==> config.mk <==
export PLATFORM = sky130hd
export DESIGN_NAME = uart_rx_sipo
export DESIGN_NICKNAME = d
export VERILOG_FILES = /design/src/rtl/uart_rx_sipo.sv
export SDC_FILE = /design/constraint.sdc
export NUM_CORES = 1
export LEC_CHECK = 0
export CORE_MARGIN = 2
export CORE_UTILIZATION = 40
export CTS_CLUSTER_SIZE = 12
export DETAILED_ROUTE_END_ITERATION = 10
export MAX_ROUTING_LAYER = met4
export SLEW_MARGIN = 10
export SYNTH_ARGS = -nofsm -noshare
export SYNTH_HDL_FRONTEND = slang
export SYNTH_SLANG_ARGS = --single-unit
==> constraint.sdc <==
create_clock -name clk -period 2.4 [get_ports clk]
set_input_delay 0.36 -clock clk [delete_from_list [all_inputs] [get_ports clk]]
set_output_delay 0.36 -clock clk [all_outputs]
set_load 0.05 [all_outputs]
==> src/rtl/uart_rx_sipo.sv <==
// uart_rx_sipo: oversampled UART receiver (start, 8 data LSB first, parity, stop) with error flags.
module uart_rx_sipo #(
  parameter int OVERSAMPLE = 16,
  parameter bit PARITY_ODD = 1'b0
) (
  input  logic       clk,
  input  logic       reset,
  input  logic       baud_tick,
  input  logic       serial_in,
  output logic [7:0] data_out,
  output logic       data_valid,
  output logic       parity_err,
  output logic       framing_err,
  output logic       busy
);
  localparam int TW = $clog2(OVERSAMPLE);
  localparam logic [TW-1:0] HALF = TW'(OVERSAMPLE / 2 - 1);
  localparam logic [TW-1:0] LAST = TW'(OVERSAMPLE - 1);
  typedef enum logic [2:0] {IDLE, START, DATA, PARITY, STOP, BRK} state_t;
  state_t state, state_n;
  logic [1:0] sync;
  logic rx_s, at_half, at_last;
  logic [TW-1:0] tick_cnt, tick_n;
  logic [2:0] bit_cnt, bit_n;
  logic [7:0] shift, shift_n, data_n;
  logic par_bit, par_n, valid_n, perr_n, ferr_n;
  assign rx_s = sync[1];
  assign at_half = baud_tick && tick_cnt == HALF;
  assign at_last = baud_tick && tick_cnt == LAST;
  assign busy = state != IDLE;
  always_ff @(posedge clk or posedge reset)
    if (reset) begin
      sync        <= 2'b11;
      state       <= IDLE;
      tick_cnt    <= '0;
      bit_cnt     <= '0;
      shift       <= '0;
      par_bit     <= 1'b0;
      data_out    <= '0;
      data_valid  <= 1'b0;
      parity_err  <= 1'b0;
      framing_err <= 1'b0;
    end else begin
      sync        <= {sync[0], serial_in};
      state       <= state_n;
      tick_cnt    <= tick_n;
      bit_cnt     <= bit_n;
      shift       <= shift_n;
      par_bit     <= par_n;
      data_out    <= data_n;
      data_valid  <= valid_n;
      parity_err  <= perr_n;
      framing_err <= ferr_n;
    end
  always_comb begin
    state_n = state;
    tick_n  = baud_tick ? tick_cnt + 1'b1 : tick_cnt;
    bit_n   = bit_cnt;
    shift_n = shift;
    par_n   = par_bit;
    data_n  = data_out;
    valid_n = 1'b0;
    perr_n  = parity_err;
    ferr_n  = framing_err;
    case (state)
      IDLE: begin
        tick_n = '0;
        if (baud_tick && !rx_s) state_n = START;
      end
      START: if (at_half) begin
        state_n = rx_s ? IDLE : DATA;
        tick_n  = '0;
        bit_n   = '0;
      end
      DATA: if (at_last) begin
        shift_n = {rx_s, shift[7:1]};
        tick_n  = '0;
        bit_n   = bit_cnt + 1'b1;
        state_n = bit_cnt == 3'd7 ? PARITY : DATA;
      end
      PARITY: if (at_last) begin
        par_n   = rx_s;
        tick_n  = '0;
        state_n = STOP;
      end
      STOP: if (at_last) begin
        data_n  = shift;
        valid_n = 1'b1;
        perr_n  = (^shift ^ par_bit) != PARITY_ODD;
        ferr_n  = !rx_s;
        tick_n  = '0;
        state_n = rx_s ? IDLE : BRK;
      end
      BRK: begin
        tick_n = '0;
        if (baud_tick && rx_s) state_n = IDLE;
      end
      default: state_n = IDLE;
    endcase
  end
endmodule
### After elaboration in Yosys (flattened, before gate mapping)

Index checks and enable logic that the tools add are counted.
Widths: inputs -> output; s select.

| cells by class | value |
|---|---|
| add/subtract/negate cells | 2 |
| multipliers | 0 |
| div/mod/pow operators | 0 |
| magnitude comparators | 0 |
| equality and inequality tests | 14 |
| shifts and indexed selects | 0 |
| muxes and demuxes | 19 |
| bitwise logic cells | 1 |
| reductions and logical operators | 16 |

Operators with widths:

| kind | count |
|---|---|
| $mux 3 | 9 |
| $pmux 3 s6 | 1 |
| $mux 4 | 3 |
| $ne 2x2->1 const B | 6 |
| $pmux 4 s3 | 1 |
| $eq 3x3->1 const B | 3 |
| $reduce_xor 8->1 | 1 |
| $eq 3x2->1 const B | 2 |
| $pmux 3 s2 | 1 |
| $reduce_and 2->1 | 3 |
| $reduce_and 6->1 | 1 |
| $add 4x1->4 const B | 1 |
| $eq 4x3->1 const B | 1 |
| $eq 4x4->1 const B | 1 |
| $logic_and 1x1->1 | 4 |
| $add 3x1->3 const B | 1 |
| $eq 3x1->1 const B | 1 |
| $logic_not 3->1 | 1 |
| $mux 1 | 3 |
| $reduce_and 3->1 | 1 |
| $reduce_bool 3->1 | 1 |
| $reduce_or 3->1 | 1 |
| $mux 2 | 1 |
| $reduce_bool 2->1 | 1 |
| other kinds (3) | 3 |

| word-level totals | value |
|---|---|
| bits in registers | 32 |
| bits in latches | 0 |
| RAM bits | 0 |
| memory bits (read-only) | 0 |
| input bits | 4 |
| output and inout bits | 12 |
| word-level logic and storage cells | 62 |
| memories | 0 |

### Longest topological paths before layout

Gate-level depths: netlist of run 1.

| depth | value |
|---|---|
| depth in word-level cells | 4 |
| gate-level depth with buffers | 8 |

### Least setup slack after synthesis of run 1

Ideal clock, no wire load.

| timing | value |
|---|---|
| path kind | register to register |
| start point | register tick_cnt[0] |
| end point | register shift[0] |
| arrival time | 1.628 ns |
| required time | 2.275 ns |
| path slack | 0.647 ns |
| stages on the path, launching flop included | 8 |
| buffers on the path | 2 |
| cells stage by stage | dfrtp_1 -> ha_1 -> and3_4 -> and2_4 -> buf_6 -> and2_4 -> buf_6 -> mux2_4 |

| between the ends | value |
|---|---|
| longest elaborated chain between the ends | 3 |

RTL lines:

| element | RTL line | text |
|---|---|---|
| start, declared | 23 | `logic [TW-1:0] tick_cnt, tick_n;` |
| start signal, assigned | 46 | `tick_cnt <= tick_n;` |
| $eq 4x4->1 | 29 | `assign at_last = baud_tick && tick_cnt == LAST;` |
| $logic_and 1x1->1 | 29 |  |
| $reduce_and 2->1 (no source line) | n/a |  |
| end signal, assigned | 48 | `shift <= shift_n;` |
| end, declared | 25 | `logic [7:0] shift, shift_n, data_n;` |

No other way between the ends.
A chain may end at the register's enable or synchronous reset.

### Worst setup path after layout of run 1

| timing | value |
|---|---|
| start point | register state[1] |
| end point | output busy |

| between the ends | value |
|---|---|
| longest elaborated chain between the ends | 1 |

RTL lines:

| element | RTL line | text |
|---|---|---|
| start, declared | 20 | `state_t state, state_n;` |
| start signal, assigned | 45 | `state <= state_n;` |
| $reduce_bool 3->1 | 30 | `assign busy = state != IDLE;` |
| end, declared | 14 | `output logic busy` |

No other way between the ends.

==> flow_summary_export.csv, run 1 <==
group,metric,value,unit
pwr,p_int,972.5,uW
clocking,cts_resized,0,
global_routing,first_global_vias,1065,
drt,wl_per_cell,13.64,um
global_routing,groute.usage.overall,14.80,%
sta,hold_viol,0,
min_path,hold_depth,0,
global_routing,grt_pass1_wl,4754,um
floorplan,dieArea,4576,sq um
pwr,switching_share,27.75,%
cells_and_area,nNetsFinal,160,
floorplan,num_io_pins,16,
drt,drtPass1Iterations,5,
worst_setup_path,regToRegSetupSlack,0.63,ns
logic_synthesis,synth_mux_area_share,17.99,%
drt,drc_errors,0,
clocking,insertion_delay,0.29,ns
drt,ant_nets,0,
logic_synthesis,yosysMostFrequentCell,"dfrtp_1",
floorplan,die_w,67.65,um
sta,slew_headroom,66.57,%
logic_synthesis,synth_fa_ha_area_share,2.317,%
clocking,cts_made_buffers,5,
min_path,hp-class,"reg2reg",
logic_synthesis,synthCells,137,
sta,hold_ws,0.3569,ns
cells_and_area,nFillCells,334,
worst_setup_path,reg2reg_from,"state[1]$_DFFE_PP0P_",
clocking,clk_pin_slew,0.07,ns
pwr,peakVddDrop,0.5097,mV
clocking,cts_sinks,32,
place,port-buffer-count,15,
worst_setup_path,cp-end-kind,"output pin",
drt,routed_wl,2782,um
place,dp_hpwl,1878,um
floorplan,start_util,41.10,%
run,maxCapViolations,0,
global_routing,antenna_found_initial,0,
sta,min_period_over_period,91.76,%
sta,finalClockSkew,0.002513,ns
logic_synthesis,synth_top_area_cell,"dfrtp_1",
worst_setup_path,path_class,"reg2out",
logic_synthesis,synth_top_family_by_area,"multiplexers",
cells_and_area,finish.instance_area,1893,sq um
worst_setup_path,r2r-end,"shift[6]$_DFFE_PP0P_",
global_routing,grtUsageMet3,6.167,%
drt,num_vias,1050,
floorplan,rows,23,
floorplan,die_h,67.65,um
clocking,cts_buffer_depth,2,
global_routing,use_met2,22.79,%
worst_setup_path,path_cells,"nor2_1 -> nand2_1 -> clkdlybuf4s50_1",
global_routing,grt-busiest-layer,"met2",
logic_synthesis,synth_fp_nets,144,
drt,drtIter0Drc,36,
cells_and_area,area_delta_synth_final,16.83,%
worst_setup_path,cp_max_fo,10,
clocking,cts_hold_repair.buffers,0,
pwr,power.leakage,0.8597,nW
sta,rsz0062_at_grt,"no",
sta,slew_violations,0,
pwr,switching_power,373.6,uW
global_routing,grt_remaining_overflow,0,
min_path,hold_end,"sync[1]$_DFF_PP1_",
cells_and_area,drive_gt1_share,22.08,%
logic_synthesis,synth-simple-area-share,10.97,%
pwr,p_seq_share,44.0,%
pwr,combPwrFrac,18.1,%
floorplan,placeableCoreArea,3943,sq um
global_routing,grt_max_degree,33,
logic_synthesis,yosys-top-cells-area,"dfrtp_1, mux2_4, xnor2_1",
logic_synthesis,ys_types,35,
global_routing,met1_usage,17.07,%
logic_synthesis,synth-xor-area-share,4.865,%
worst_setup_path,slowest_stage,"clkdlybuf4s50_1",
sta,final-setup-viol-count,0,
clocking,post-cts-setup-buffer-count,0,
worst_setup_path,critPathLaunchType,"register",
logic_synthesis,yosys-top-cells-count,"dfrtp_1, mux2_4, nand2_1",
sta,tightestPinTransition,0.4998,ns
clocking,htree_num_levels,2,
min_path,hold_start,"sync[0]$_DFF_PP1_",
worst_setup_path,crit_required,2.04,ns
worst_setup_path,rr_worst_depth,4,
logic_synthesis,netlist.area_leader.share,46.33,%
clocking,cts_root_buf,"clkbuf_8",
status,status,"complete, no violations",
sta,fmax,454.1,MHz
logic_synthesis,syn_area,1620,sq um
clocking,cts_tree,"yes",
logic_synthesis,synth_compound_gate_area_share,8.108,%
drt,viasPerCell,5.147,
sta,period_needed,2.202,ns
logic_synthesis,avgSynthCellArea,11.83,sq um
logic_synthesis,async_flop_share,100.0,%
logic_synthesis,synth_ff_type,"dfrtp_1",
worst_setup_path,crit_path_max_incr_delay,0.70,ns
logic_synthesis,synth_edf_count,0,
logic_synthesis,yosysSeqAreaShare,49.58,%
worst_setup_path,cp.arrival,1.84,ns
pwr,powerDensity,711.1,nW/um^2
sta,final.setup.tns,0,ns
logic_synthesis,ys_warn_count,0,
pwr,p_clk_share,37.9,%
place,place_area,1785,sq um
cells_and_area,diodes,0,
place,gp_congestion,0.8415,
logic_synthesis,synth-seq-cells,32,
routing by layer:
layer / up-vias / wire (um)
met4: 0 / 14
met3: 2 / 167
met5: - / 0
li1: 502 / -
met1: 518 / 1214
met2: 28 / 1385
state kept, by name, summed over array words and instances (netlist names):
signal / cells
parity_err: 1
data_out: 8
shift: 8
tick_cnt: 4
framing_err: 1
state: 3
sync: 2
bit_cnt: 3
par_bit: 1
data_valid: 1
cells in the final DEF (no fill, tap or decap), types with 2 or more instances in the layout:
cell type,Yosys,layout
a21oi_1,5,5
and2_4,2,2
buf_4,0,3
clkbuf_8,0,5
clkdlybuf4s50_1,0,15
dfrtp_1,30,30
dfstp_2,2,2
ha_1,3,3
inv_1,8,8
mux2_2,5,5
mux2_4,13,13
mux2i_1,4,4
nand2_1,11,11
nand3_1,2,2
nor2_1,8,8
nor3_1,5,5
o21ai_0,4,4
o311ai_1,2,2
xnor2_1,8,8
cells by family (layout without fill, tap and decap cells):
group | after synthesis | count (layout)
compound gates | 20 | 20
xor+xnor | 9 | 9
fa+ha+maj | 3 | 3
buf+inv | 17 | 34
flops | 32 | 32
mux | 22 | 22
simple gates | 34 | 34
through the flow:
stage | util, % | instances | setup WS (ns) | total power [mW]
finish | 48.02 | 204 | 0.1978 | 1.346
global route | 48.02 | 204 | 0.1165 | 1.414
CTS | 48.02 | 204 | 0.1924 | 1.360
detailed placement | 45.29 | 196 | 0.1872 | 0.8460
global placement | 45.29 | 196 | 0.2266 | 0.8364
floorplan | - | 137 | 0.6466 | 0.7872
how the worst max path moves through the flow:
stage | from | endpoint | slack, ns | cells past startpoint
2_1_floorplan | tick_cnt[0]$_DFF_PP0_ | shift[0]$_DFFE_PP0P_ | 0.65 | 7
3_3_place_gp | baud_tick | shift[1]$_DFFE_PP0P_ | 0.23 | 5
3_5_place_dp | baud_tick | shift[4]$_DFFE_PP0P_ | 0.19 | 5
4_1_cts | state[1]$_DFFE_PP0P_ | busy | 0.19 | 3
5_1_grt | state[1]$_DFFE_PP0P_ | busy | 0.12 | 3
6_report | state[1]$_DFFE_PP0P_ | busy | 0.20 | 3
layout make-up:
| type | count | area [sq um] | area share [%] |
|---|---|---|---|
| multi-input cells | 88 | 716.9 | 37.87 |
| repair buffers | 18 | 172.7 | 9.121 |
| well taps | 50 | 62.56 | 3.305 |
| flip-flops and latches | 32 | 803.3 | 42.43 |
| clock inverters | 2 | 35.03 | 1.851 |
| inverters | 8 | 30.03 | 1.586 |
| clock buffers | 6 | 72.57 | 3.833 |
power by group through the flow:
stage	Combinational [mW]	Sequential [mW]	Clock [mW]
after floorplan	0.195	0.592	0
after global placement	0.236	0.601	0
after detailed placement	0.245	0.601	0
after CTS	0.246	0.591	0.523
after global routing	0.267	0.594	0.553
final	0.244	0.592	0.510
worst max-delay path: cells and delay by family, from the launching register on:
| family | cells | cell delay [ns] |
|---|---|---|
| buffers and inverters | 1 | 0.70 |
| flip-flops | 1 | 0.48 |
| AND/OR/NAND/NOR | 2 | 0.37 |
Note: power is estimated with default switching activity, not from simulation.
==> inputs of run 2 (changes only) <==
CTS_CLUSTER_SIZE = unset   (was 12)
HOLD_SLACK_MARGIN = 0.05   (was unset)
==> results of run 2 <==
The final DEF is identical to that of run 1; final timing and power are the same.
==> inputs of run 3 (changes only) <==
GPL_ROUTABILITY_DRIVEN = 0   (was unset)
==> results of run 3 <==
The final DEF is identical to that of run 1; final timing and power are the same.
